[config.mk]
export PLATFORM = sky130hd
export DESIGN_NAME = store_controller
export DESIGN_NICKNAME = d
export VERILOG_FILES = /design/src/rtl/store_controller.sv
export SDC_FILE = /design/constraint.sdc
export NUM_CORES = 1
export LEC_CHECK = 0
export BUFFER_PORTS_ARGS = -buffer_cell sky130_fd_sc_hd__buf_2
export CORE_MARGIN = 5
export CORE_UTILIZATION = 45
export DETAILED_ROUTE_END_ITERATION = 16
export GPL_TIMING_DRIVEN = 1
export MAX_ROUTING_LAYER = met4
export PLACE_DENSITY = 0.74
export SETUP_SLACK_MARGIN = 0.15
export SYNTH_ARGS = -nofsm -noshare
export SYNTH_HDL_FRONTEND = slang
export SYNTH_SLANG_ARGS = --single-unit
export TNS_END_PERCENT = 20
[constraint.sdc]
create_clock -name clk -period 3.6 [get_ports clk]
set_input_delay 0.9 -clock clk [delete_from_list [all_inputs] [get_ports clk]]
set_output_delay 0.9 -clock clk [all_outputs]
set_load 0.02 [all_outputs]
[src/rtl/store_controller.sv]
// store_controller: writes one finished C tile from the output row buffer to memory, one row per write.
// Outputs are combinational from state and inputs and are forced to zero while reset is asserted.
module store_controller #(
    parameter int ADDR_W = 32,
    parameter int SIZE_W = 5
) (
    input  logic              clk,
    input  logic              rst,
    input  logic              can_store,
    input  logic [ADDR_W-1:0] tile_C_addr,
    input  logic [ADDR_W-1:0] tile_C_stride,
    input  logic [SIZE_W-1:0] msize,
    input  logic [SIZE_W-1:0] nsize,
    input  logic [ADDR_W-1:0] current_addr,
    input  logic              row_valid,
    output logic              row_buff_read,
    output logic              gen_addr_store,
    output logic [ADDR_W-1:0] next_row_addr_store,
    output logic              interface_en_store,
    output logic              interface_rdwr_store,
    output logic [SIZE_W-1:0] interface_control_store,
    output logic              done_store,
    output logic              store_busy
);
    typedef enum logic {IDLE, WRITE} state_t;

    state_t            state_q, state_d;
    logic [SIZE_W-1:0] msize_q, msize_d;
    logic [SIZE_W-1:0] nsize_q, nsize_d;
    logic [SIZE_W-1:0] row_cnt_q, row_cnt_d;
    logic [ADDR_W-1:0] stride_q, stride_d;
    logic              last;

    // Compare one bit wider so row_cnt + 1 cannot wrap onto msize_q.
    assign last = ((SIZE_W+1)'(row_cnt_q) + (SIZE_W+1)'(1)) == (SIZE_W+1)'(msize_q);

    always_comb begin
        state_d                 = state_q;
        msize_d                 = msize_q;
        nsize_d                 = nsize_q;
        stride_d                = stride_q;
        row_cnt_d               = row_cnt_q;
        row_buff_read           = 1'b0;
        gen_addr_store          = 1'b0;
        next_row_addr_store     = '0;
        interface_en_store      = 1'b0;
        interface_rdwr_store    = 1'b0;
        interface_control_store = '0;
        done_store              = 1'b0;
        store_busy              = 1'b0;
        if (state_q == IDLE) begin
            if (can_store) begin
                gen_addr_store      = 1'b1;
                next_row_addr_store = tile_C_addr;
                msize_d             = msize;
                nsize_d             = nsize;
                stride_d            = tile_C_stride;
                row_cnt_d           = '0;
                state_d             = WRITE;
            end
        end else begin
            store_busy = 1'b1;
            if (msize_q == '0) begin
                done_store = 1'b1;
                state_d    = IDLE;
            end else if (row_valid) begin
                interface_en_store      = 1'b1;
                interface_rdwr_store    = 1'b1;
                interface_control_store = nsize_q;
                row_buff_read           = 1'b1;
                row_cnt_d               = row_cnt_q + SIZE_W'(1);
                if (last) begin
                    done_store = 1'b1;
                    state_d    = IDLE;
                end else begin
                    gen_addr_store      = 1'b1;
                    next_row_addr_store = current_addr + stride_q;
                end
            end
        end
        if (!rst) begin
            row_buff_read           = 1'b0;
            gen_addr_store          = 1'b0;
            next_row_addr_store     = '0;
            interface_en_store      = 1'b0;
            interface_rdwr_store    = 1'b0;
            interface_control_store = '0;
            done_store              = 1'b0;
            store_busy              = 1'b0;
        end
    end

    always_ff @(posedge clk or negedge rst) begin
        if (!rst) begin
            state_q   <= IDLE;
            msize_q   <= '0;
            nsize_q   <= '0;
            stride_q  <= '0;
            row_cnt_q <= '0;
        end else begin
            state_q   <= state_d;
            msize_q   <= msize_d;
            nsize_q   <= nsize_d;
            stride_q  <= stride_d;
            row_cnt_q <= row_cnt_d;
        end
    end
endmodule

==> results of run 1 <==
-- metal layers --
metal	part of all wire [%]	vias to the layer above	track usage [%]
met5	0	-	-
met4	2.3	0	6.58
met3	5.0	31	2.99
met2	47	188	42.2
met1	46	2431	37.2
li1	-	2491	-
-- stage by stage --
step,hold WS [ns],TNS [ns],util (%),setup slack (ns)
global placement,0.451,-7.66,65.5,-0.541
finish,0.480,-4.84,73.9,-0.387
detailed placement,0.459,-7.96,65.5,-0.509
floorplan,0.437,-0.336,-,-0.124
CTS,0.485,-5.09,71.2,-0.317
global route,0.515,-6.93,73.9,-0.468
-- Yosys cell counts (2+ instances only) --
| master | instances |
|---|---|
| sky130_fd_sc_hd__a41oi_1 | 2 |
| sky130_fd_sc_hd__a211oi_2 | 2 |
| sky130_fd_sc_hd__a22oi_1 | 14 |
| sky130_fd_sc_hd__and2_1 | 9 |
| sky130_fd_sc_hd__a221o_1 | 2 |
| sky130_fd_sc_hd__xor2_1 | 13 |
| sky130_fd_sc_hd__o41ai_2 | 2 |
| sky130_fd_sc_hd__ha_1 | 32 |
| sky130_fd_sc_hd__nor2b_1 | 21 |
| sky130_fd_sc_hd__dfrtp_1 | 48 |
| sky130_fd_sc_hd__inv_1 | 14 |
| sky130_fd_sc_hd__buf_4 | 3 |
| sky130_fd_sc_hd__nand3_1 | 12 |
| sky130_fd_sc_hd__a41oi_2 | 2 |
| sky130_fd_sc_hd__nor4_1 | 2 |
| sky130_fd_sc_hd__xnor2_1 | 20 |
| sky130_fd_sc_hd__clkbuf_1 | 21 |
| sky130_fd_sc_hd__o21a_1 | 6 |
| sky130_fd_sc_hd__nand2_1 | 156 |
| sky130_fd_sc_hd__nand4_1 | 11 |
| sky130_fd_sc_hd__a31oi_1 | 5 |
| sky130_fd_sc_hd__nor2_1 | 21 |
| sky130_fd_sc_hd__a211oi_1 | 5 |
| sky130_fd_sc_hd__a32oi_1 | 3 |
| sky130_fd_sc_hd__a21oi_2 | 2 |
| sky130_fd_sc_hd__buf_2 | 6 |
| sky130_fd_sc_hd__o21ai_1 | 4 |
| sky130_fd_sc_hd__a22o_1 | 10 |
| sky130_fd_sc_hd__o21bai_1 | 3 |
| sky130_fd_sc_hd__and3_1 | 4 |
| sky130_fd_sc_hd__o21ai_0 | 22 |
| sky130_fd_sc_hd__a2111o_1 | 2 |
| sky130_fd_sc_hd__o211ai_1 | 5 |
| sky130_fd_sc_hd__nor3_1 | 5 |
| sky130_fd_sc_hd__a21oi_1 | 32 |
| sky130_fd_sc_hd__o31ai_1 | 5 |
| sky130_fd_sc_hd__nand2b_1 | 7 |
| sky130_fd_sc_hd__a21o_1 | 9 |
-- sequential cells by signal, indices dropped and copies added, names as in the netlist --
| signal | count |
|---|---|
| msize_q | 5 |
| nsize_q | 5 |
| row_cnt_q | 5 |
| state_q | 1 |
| stride_q | 32 |
-- worst max path at each step --
stage	startpoint	slack (ns)	cells past startpoint	end
finish	current_addr[0]	-0.39	13	next_row_addr_store[28]
global route	current_addr[0]	-0.47	13	next_row_addr_store[28]
CTS	current_addr[0]	-0.32	13	next_row_addr_store[31]
detailed placement	current_addr[13]	-0.51	12	next_row_addr_store[24]
global placement	current_addr[13]	-0.54	12	next_row_addr_store[24]
floorplan	current_addr[0]	-0.12	11	next_row_addr_store[28]
-- cell type report --
cell class | count | share of cell area, %
inverters | 14 | 0.762
multi-input cells | 470 | 50.7
flip-flops and latches | 48 | 17.4
repair buffers | 282 | 27.0
well taps | 129 | 2.34
clock inverters | 2 | 0.562
clock buffers | 6 | 1.20
-- worst min-delay path: stages (launching register included) --
cell and delay, ns:
sky130_fd_sc_hd__dfrtp_1 0.35, sky130_fd_sc_hd__nand2_1 0.05, sky130_fd_sc_hd__nand2_1 0.05
-- where the power goes --
| part | internal (mW) | switching (mW) |
|---|---|---|
| clock network | 0.228 | 0.215 |
| registers | 0.784 | 0.223 |
| logic | 2.20 | 2.29 |
| total | 3.21 | 2.73 |
-- repair_timing --
item	in CTS	in global routing
resized for setup	65	48
pin swaps	46	36
endpoints found under the setup margin	32	32
setup buffers	10	7
-- placed cells by master, fill, tap and decap left out, types with 15 or more instances in the layout --
cell type and n:
sky130_fd_sc_hd__buf_2 128, sky130_fd_sc_hd__o21ai_0 15, sky130_fd_sc_hd__xnor2_1 17, sky130_fd_sc_hd__nor2b_1 19
sky130_fd_sc_hd__dfrtp_1 47, sky130_fd_sc_hd__ha_1 15, sky130_fd_sc_hd__ha_4 16, sky130_fd_sc_hd__a21oi_1 17
sky130_fd_sc_hd__nor2_1 18, sky130_fd_sc_hd__buf_4 137, sky130_fd_sc_hd__nand2_1 153, sky130_fd_sc_hd__buf_6 17
-- cell families (layout without fill, tap and decap cells) --
family	count (synthesis)	after routing
AO/OA/AOI/OAI	145	145
XOR/XNOR	33	33
adder cells (fa/ha/maj)	33	33
buffers and inverters	46	304
flip-flops	48	48
multiplexers	2	2
AND/OR/NAND/NOR	257	257
==> run_summary.xml, run 1 <==
<?xml version="1.0" encoding="UTF-8"?>
<metrics>
  <group name="synth">
    <metric name="synth.area.top_cells" unit="">sky130_fd_sc_hd__dfrtp_1 (28%), sky130_fd_sc_hd__nand2_1 (13%), sky130_fd_sc_hd__ha_1 (9.2%), sky130_fd_sc_hd__xnor2_1 (4.0%), sky130_fd_sc_hd__a21oi_1 (3.7%)</metric>
    <metric name="syn_nets" unit="">707</metric>
    <metric name="ys_seq_elements" unit="">48</metric>
    <metric name="synth_enable_flop_cells" unit="">0</metric>
    <metric name="area_fraction_in_compound_gates_after_synthesis" unit="%">24.1</metric>
    <metric name="combinational_family_with_the_most_area_after_synthesis" unit="">simple AND/OR/NAND/NOR gates</metric>
    <metric name="synth-simple-area-share" unit="%">26.8</metric>
    <metric name="postSynthCellCount" unit="">564</metric>
    <metric name="synth_fa_ha_area_share" unit="%">9.69</metric>
    <metric name="ys.flop_type" unit="">sky130_fd_sc_hd__dfrtp_1</metric>
    <metric name="async_reset_ff_share" unit="%">100</metric>
    <metric name="sequential_fraction_of_the_synthesis_area" unit="%">27.7</metric>
    <metric name="yosysTopAreaCellShare" unit="%">27.7</metric>
    <metric name="synth.lib_cells_used.distinct" unit="">60</metric>
    <metric name="synth-warning-count" unit="">0</metric>
    <metric name="synth_xor_xnor_area_share" unit="%">6.66</metric>
    <metric name="synth_top_area_cell" unit="">sky130_fd_sc_hd__dfrtp_1</metric>
    <metric name="syn-mean-instance-area" unit="µm²">7.69</metric>
    <metric name="synth.cell_area" unit="µm²">4340</metric>
    <metric name="synthMuxAreaShare" unit="%">0.490</metric>
  </group>
  <group name="grt">
    <metric name="largest_net_degree_at_the_start_of_global_routing" unit="">66</metric>
    <metric name="grt_pass1_wl" unit="µm">24700</metric>
    <metric name="initial_antenna_violation_count" unit="">0</metric>
    <metric name="grt.overflow.total" unit="">0</metric>
    <metric name="grt.total_usage" unit="%">26.9</metric>
    <metric name="vias_in_the_first_global_route" unit="">5024</metric>
  </group>
  <group name="floorplanning">
    <metric name="die_width" unit="µm">108</metric>
    <metric name="placement_rows" unit="">35</metric>
    <metric name="coreArea" unit="µm²">9330</metric>
    <metric name="initial_utilization" unit="%">46.5</metric>
    <metric name="floorplan.die_area" unit="µm²">11700</metric>
    <metric name="io_pins" unit="">153</metric>
    <metric name="die-height" unit="µm">108</metric>
  </group>
  <group name="final_layout">
    <metric name="filler_cell_count" unit="">733</metric>
    <metric name="finalNetCount" unit="">964</metric>
    <metric name="n_antenna_cell" unit="">0</metric>
    <metric name="area_growth" unit="%">59.0</metric>
    <metric name="multiInputGateArea" unit="µm²">3500</metric>
    <metric name="final-instance-count-excl-fill" unit="">951</metric>
    <metric name="post_route_cells_drive_above_1_share" unit="%">46.2</metric>
    <metric name="seq_area" unit="µm²">1200</metric>
    <metric name="final_area" unit="µm²">6900</metric>
  </group>
  <group name="routing">
    <metric name="initialDrtViolationCount" unit="">268</metric>
    <metric name="total_drc_errors_in_the_routed_layout" unit="">0</metric>
    <metric name="wl_per_cell" unit="µm">16.6</metric>
    <metric name="drtAntennaViolNets" unit="">0</metric>
    <metric name="detail_route.first_pass.iterations" unit="">5</metric>
    <metric name="viasPerCell" unit="">5.41</metric>
    <metric name="num_vias" unit="">5141</metric>
    <metric name="detail_route.wirelength" unit="µm">15800</metric>
  </group>
  <group name="cts">
    <metric name="holdBufCountCts" unit="">0</metric>
    <metric name="htree_levels" unit="">2</metric>
    <metric name="cts-root-to-sink-buffers" unit="">2</metric>
    <metric name="numClockSinks" unit="">48</metric>
    <metric name="numCtsBuffers" unit="">5</metric>
    <metric name="tritoncts" unit="">built</metric>
    <metric name="cts-root-buf" unit="">sky130_fd_sc_hd__clkbuf_8</metric>
    <metric name="clock_latency" unit="ns">0.32</metric>
    <metric name="worst_setup_hold_path_clk_slew" unit="ns">0.10</metric>
  </group>
  <group name="timing">
    <metric name="post-route-period-util" unit="%">111</metric>
    <metric name="skew" unit="ns">0.00498</metric>
    <metric name="maxSlewViolCount" unit="">0</metric>
    <metric name="worst_slew_margin_rel" unit="%">50.0</metric>
    <metric name="clock.fmax" unit="MHz">251</metric>
    <metric name="rsz_0062_raised_after_global_routing" unit="">true</metric>
    <metric name="period_needed" unit="ns">3.99</metric>
    <metric name="tightestPinTransition" unit="ns">0.750</metric>
    <metric name="final-hold-violation-count" unit="">0</metric>
    <metric name="setup_violations" unit="">24</metric>
    <metric name="timing.final.ws_setup" unit="ns">-0.387</metric>
  </group>
  <group name="place">
    <metric name="gp_congestion" unit="">0.933</metric>
    <metric name="portBuffers" unit="">152</metric>
    <metric name="dp_hpwl" unit="µm">11900</metric>
    <metric name="dpl.cell_count" unit="">926</metric>
    <metric name="place_area" unit="µm²">6110</metric>
  </group>
  <group name="critical_path">
    <metric name="worst_ep_required_time" unit="ns">2.70</metric>
    <metric name="worst_path_max_delay_cell" unit="">sky130_fd_sc_hd__fa_2</metric>
    <metric name="worst_ep_arrival_time" unit="ns">3.09</metric>
    <metric name="endpoint_kind_of_the_worst_setup_timing_path" unit="">primary output</metric>
    <metric name="kind_of_cell_adding_the_most_delay_to_the_critical_path" unit="">compound AO/OA/AOI/OAI gates</metric>
    <metric name="rr_worst_depth" unit="">9</metric>
    <metric name="crit_path_max_fanout" unit="">3</metric>
    <metric name="timing_worst_setup_path_type" unit="">primary input to primary output</metric>
    <metric name="r2r_end" unit="">state_q</metric>
    <metric name="crit_path_max_incr_delay" unit="ns">0.33</metric>
    <metric name="crit_path_cell_trace" unit="">buf_6 &gt; ha_4 &gt; inv_2 &gt; fa_2 &gt; nand2b_4 &gt; a21oi_4 &gt; o22a_2 &gt; a41oi_2 &gt; o21ai_2 &gt; a41oi_2 &gt; and4b_1 &gt; a221o_1 &gt; buf_6</metric>
    <metric name="r2r_setup_slack" unit="ns">1.62</metric>
    <metric name="cp_num_buf_inv" unit="">3</metric>
    <metric name="crit-reg2reg-launch" unit="">row_cnt_q[0]</metric>
    <metric name="cp-start-kind" unit="">primary input</metric>
  </group>
  <group name="worst_hold_path">
    <metric name="timing.hold.worst_endpoint" unit="">nsize_q[4]</metric>
    <metric name="min_path_cells" unit="">2</metric>
    <metric name="holdCritStartpoint" unit="">nsize_q[4]</metric>
    <metric name="min_path_type" unit="">flop to flop</metric>
  </group>
  <group name="outcome">
    <metric name="failed_checks" unit="">setup timing</metric>
    <metric name="run_status" unit="">finished with violations</metric>
  </group>
  <group name="pwr">
    <metric name="pwr_density_cell" unit="nW/µm²">862</metric>
    <metric name="finalPower" unit="mW">5.94</metric>
    <metric name="peakVddDrop" unit="mV">0.434</metric>
    <metric name="leakage" unit="nW">3.46</metric>
  </group>
  <group name="run">
    <metric name="timing.max_cap.violations" unit="">0</metric>
  </group>
</metrics>
Power figures use the tool's default switching activity.
==> run 2: changes to the inputs <==
--- a/config.mk
+++ b/config.mk
@@ -6,13 +6,14 @@
 export NUM_CORES = 1
 export LEC_CHECK = 0
 export BUFFER_PORTS_ARGS = -buffer_cell sky130_fd_sc_hd__buf_2
-export CORE_MARGIN = 5
+export CORE_MARGIN = 3
 export CORE_UTILIZATION = 45
 export DETAILED_ROUTE_END_ITERATION = 16
 export GPL_TIMING_DRIVEN = 1
 export MAX_ROUTING_LAYER = met4
 export PLACE_DENSITY = 0.74
 export SETUP_SLACK_MARGIN = 0.15
+export SKIP_LAST_GASP = 1
 export SYNTH_ARGS = -nofsm -noshare
 export SYNTH_HDL_FRONTEND = slang
 export SYNTH_SLANG_ARGS = --single-unit
==> run_summary.xml, run 2 (synthesis results as in run 1) <==
<?xml version="1.0" encoding="UTF-8"?>
<metrics>
  <group name="outcome">
    <metric name="run_status" unit="">finished with violations</metric>
    <metric name="failed_checks" unit="">setup timing</metric>
  </group>
  <group name="worst_hold_path">
    <metric name="min_path_type" unit="">flop to flop</metric>
  </group>
  <group name="timing">
    <metric name="maxSlewViolCount" unit="">0</metric>
    <metric name="clock.fmax" unit="MHz">256</metric>
    <metric name="skew" unit="ns">0.00401</metric>
    <metric name="setup_violations" unit="">23</metric>
    <metric name="timing.setup.tns" unit="ns">-5.04</metric>
    <metric name="period_needed" unit="ns">3.91</metric>
    <metric name="post-route-period-util" unit="%">108</metric>
    <metric name="final-hold-violation-count" unit="">0</metric>
    <metric name="rsz_0062_raised_after_global_routing" unit="">true</metric>
    <metric name="worst_slew_margin_rel" unit="%">49.8</metric>
    <metric name="timing.final.ws_setup" unit="ns">-0.305</metric>
    <metric name="tightestPinTransition" unit="ns">0.753</metric>
  </group>
  <group name="routing">
    <metric name="viasPerCell" unit="">5.30</metric>
    <metric name="total_drc_errors_in_the_routed_layout" unit="">0</metric>
    <metric name="drtAntennaViolNets" unit="">0</metric>
    <metric name="detail_route.wirelength" unit="µm">14600</metric>
    <metric name="detail_route.first_pass.iterations" unit="">6</metric>
    <metric name="initialDrtViolationCount" unit="">264</metric>
    <metric name="wl_per_cell" unit="µm">15.5</metric>
    <metric name="num_vias" unit="">4992</metric>
  </group>
  <group name="final_layout">
    <metric name="n_antenna_cell" unit="">0</metric>
    <metric name="largest_register_ffs" unit="">32</metric>
    <metric name="area_growth" unit="%">54.0</metric>
    <metric name="finalNetCount" unit="">954</metric>
    <metric name="post_route_cells_drive_above_1_share" unit="%">43.8</metric>
    <metric name="layout.cells.most_common" unit="">sky130_fd_sc_hd__nand2_1</metric>
    <metric name="final-instance-count-excl-fill" unit="">941</metric>
    <metric name="layout_common_cells" unit="">sky130_fd_sc_hd__nand2_1 (154), sky130_fd_sc_hd__buf_2 (136), sky130_fd_sc_hd__buf_4 (122), sky130_fd_sc_hd__dfrtp_1 (47), sky130_fd_sc_hd__a21oi_1 (20)</metric>
    <metric name="registers.top_by_ff_count" unit="">stride_q</metric>
  </group>
  <group name="critical_path">
    <metric name="timing_worst_setup_path_type" unit="">primary input to primary output</metric>
    <metric name="endpoint_kind_of_the_worst_setup_timing_path" unit="">primary output</metric>
    <metric name="worst_ep_arrival_time" unit="ns">3.01</metric>
    <metric name="worst_path_max_delay_cell" unit="">sky130_fd_sc_hd__mux2_4</metric>
    <metric name="worst_path_most_repeated_cell" unit="">sky130_fd_sc_hd__buf_4</metric>
    <metric name="r2r_setup_slack" unit="ns">1.58</metric>
    <metric name="crit_path_cell_trace" unit="">buf_6 &gt; ha_4 &gt; a21o_1 &gt; a21oi_2 &gt; buf_4 &gt; nand2_2 &gt; a31oi_1 &gt; buf_4 &gt; o41ai_4 &gt; a21oi_2 &gt; mux2_4 &gt; nand3_1 &gt; buf_4</metric>
    <metric name="crit_path_max_incr_delay" unit="ns">0.32</metric>
    <metric name="worst_ep_required_time" unit="ns">2.70</metric>
    <metric name="cp-start-kind" unit="">primary input</metric>
    <metric name="kind_of_cell_adding_the_most_delay_to_the_critical_path" unit="">compound AO/OA/AOI/OAI gates</metric>
    <metric name="cp_num_buf_inv" unit="">4</metric>
    <metric name="crit_path_max_fanout" unit="">5</metric>
  </group>
  <group name="cts">
    <metric name="numCtsBuffers" unit="">5</metric>
    <metric name="cts-root-to-sink-buffers" unit="">2</metric>
    <metric name="cts-root-buf" unit="">sky130_fd_sc_hd__clkbuf_8</metric>
    <metric name="clock_latency" unit="ns">0.31</metric>
    <metric name="worst_setup_hold_path_clk_slew" unit="ns">0.11</metric>
    <metric name="tritoncts" unit="">built</metric>
    <metric name="holdBufCountCts" unit="">0</metric>
    <metric name="htree_levels" unit="">2</metric>
    <metric name="numClockSinks" unit="">48</metric>
  </group>
  <group name="place">
    <metric name="dpl.cell_count" unit="">922</metric>
    <metric name="dp_hpwl" unit="µm">11300</metric>
    <metric name="portBuffers" unit="">152</metric>
    <metric name="gp_congestion" unit="">1.01</metric>
  </group>
  <group name="grt">
    <metric name="grt.overflow.total" unit="">0</metric>
    <metric name="grt_pass1_wl" unit="µm">23700</metric>
    <metric name="initial_antenna_violation_count" unit="">0</metric>
    <metric name="vias_in_the_first_global_route" unit="">5003</metric>
    <metric name="largest_net_degree_at_the_start_of_global_routing" unit="">66</metric>
    <metric name="grt.total_usage" unit="%">26.8</metric>
  </group>
  <group name="floorplanning">
    <metric name="placement_rows" unit="">35</metric>
    <metric name="die_width" unit="µm">104</metric>
    <metric name="coreArea" unit="µm²">9280</metric>
    <metric name="floorplan.die_area" unit="µm²">10900</metric>
    <metric name="io_pins" unit="">153</metric>
    <metric name="initial_utilization" unit="%">46.7</metric>
    <metric name="die-height" unit="µm">104</metric>
  </group>
  <group name="run">
    <metric name="timing.max_cap.violations" unit="">0</metric>
  </group>
  <group name="pwr">
    <metric name="leakage" unit="nW">3.39</metric>
    <metric name="peakVddDrop" unit="mV">0.405</metric>
    <metric name="pwr_density_cell" unit="nW/µm²">844</metric>
  </group>
</metrics>
run 2: cell count changes in the layout (fill, tap and decap cells not counted), sizes merged:
cell / previous run / this run
inv: 14 / 16
buf: 282 / 272
clkbuf: 6 / 5
clkinv: 1 / 0
run 2: timing repair:
action,in CTS,in global routing
gates resized for setup,57,17
pin swaps,48,10
gates cloned,0,0
setup endpoints to repair,32,34
buffers inserted,7,4
run 2: worst register-to-register path: cells and delay by family, from the launching register on:
family | cells | cell delay [ns]
and+or+nand+nor | 4 | 0.50
AOI/OAI and AO/OA | 1 | 0.08
DFF | 1 | 0.47
adders and majority gates | 1 | 0.19
xor gates and xnor gates | 2 | 0.45
buffers and inverters | 1 | 0.17
run 2: path summary, 6_finish.rpt:
kind	from	end	cells after the start
max reg2reg	row_cnt_q[0]	state_q	9
min	nsize_q[0]	nsize_q[0]	2
min reg2reg	nsize_q[0]	nsize_q[0]	2
max	current_addr[3]	next_row_addr_store[25]	13
min in group asynchronous	rst	row_cnt_q[1]	2
max in group asynchronous	rst	row_cnt_q[0]	2
run 2: per-layer routing:
layer	up-vias	global-route usage, %	routed length (µm)
met2	166	43.0	6910
li1	2469	-	-
met1	2328	35.2	6670
met4	0	8.07	280
met3	29	3.91	749
met5	-	-	0
run 2: through the flow:
| stage | util (%) | worst slack [ns] | hold slack (ns) | area [µm²] | total power, mW |
|---|---|---|---|---|---|
| final | 72.0 | -0.305 | 0.477 | 6680 | 5.64 |
| after global routing | 72.0 | -0.399 | 0.506 | 6680 | 6.07 |
| after CTS | 70.6 | -0.278 | 0.482 | 6550 | 5.46 |
| after detailed placement | 65.5 | -0.461 | 0.457 | 6080 | 4.69 |
| after global placement | 65.5 | -0.491 | 0.452 | 6080 | 4.58 |
| after floorplan | - | -0.124 | 0.437 | 4490 | 3.27 |
run 2: area by class of cell:
| type | instances | area, µm² |
|---|---|---|
| clock buffers | 5 | 68.8 |
| inverters | 14 | 52.6 |
| multi-input cells | 470 | 3380 |
| flip-flops and latches | 48 | 1200 |
| fillers | 743 | 2600 |
| well taps | 129 | 161 |
| repair buffers | 272 | 1760 |
| clock inverters | 3 | 50.0 |
run 2: report_power, final:
group | switching, mW | internal, mW | leakage, nW | total, mW
combinational | 2.15 | 2.06 | 2.73 | 4.21
clock | 0.218 | 0.215 | 0.0607 | 0.432
sequential | 0.214 | 0.784 | 0.597 | 0.998
total | 2.58 | 3.06 | 3.39 | 5.64
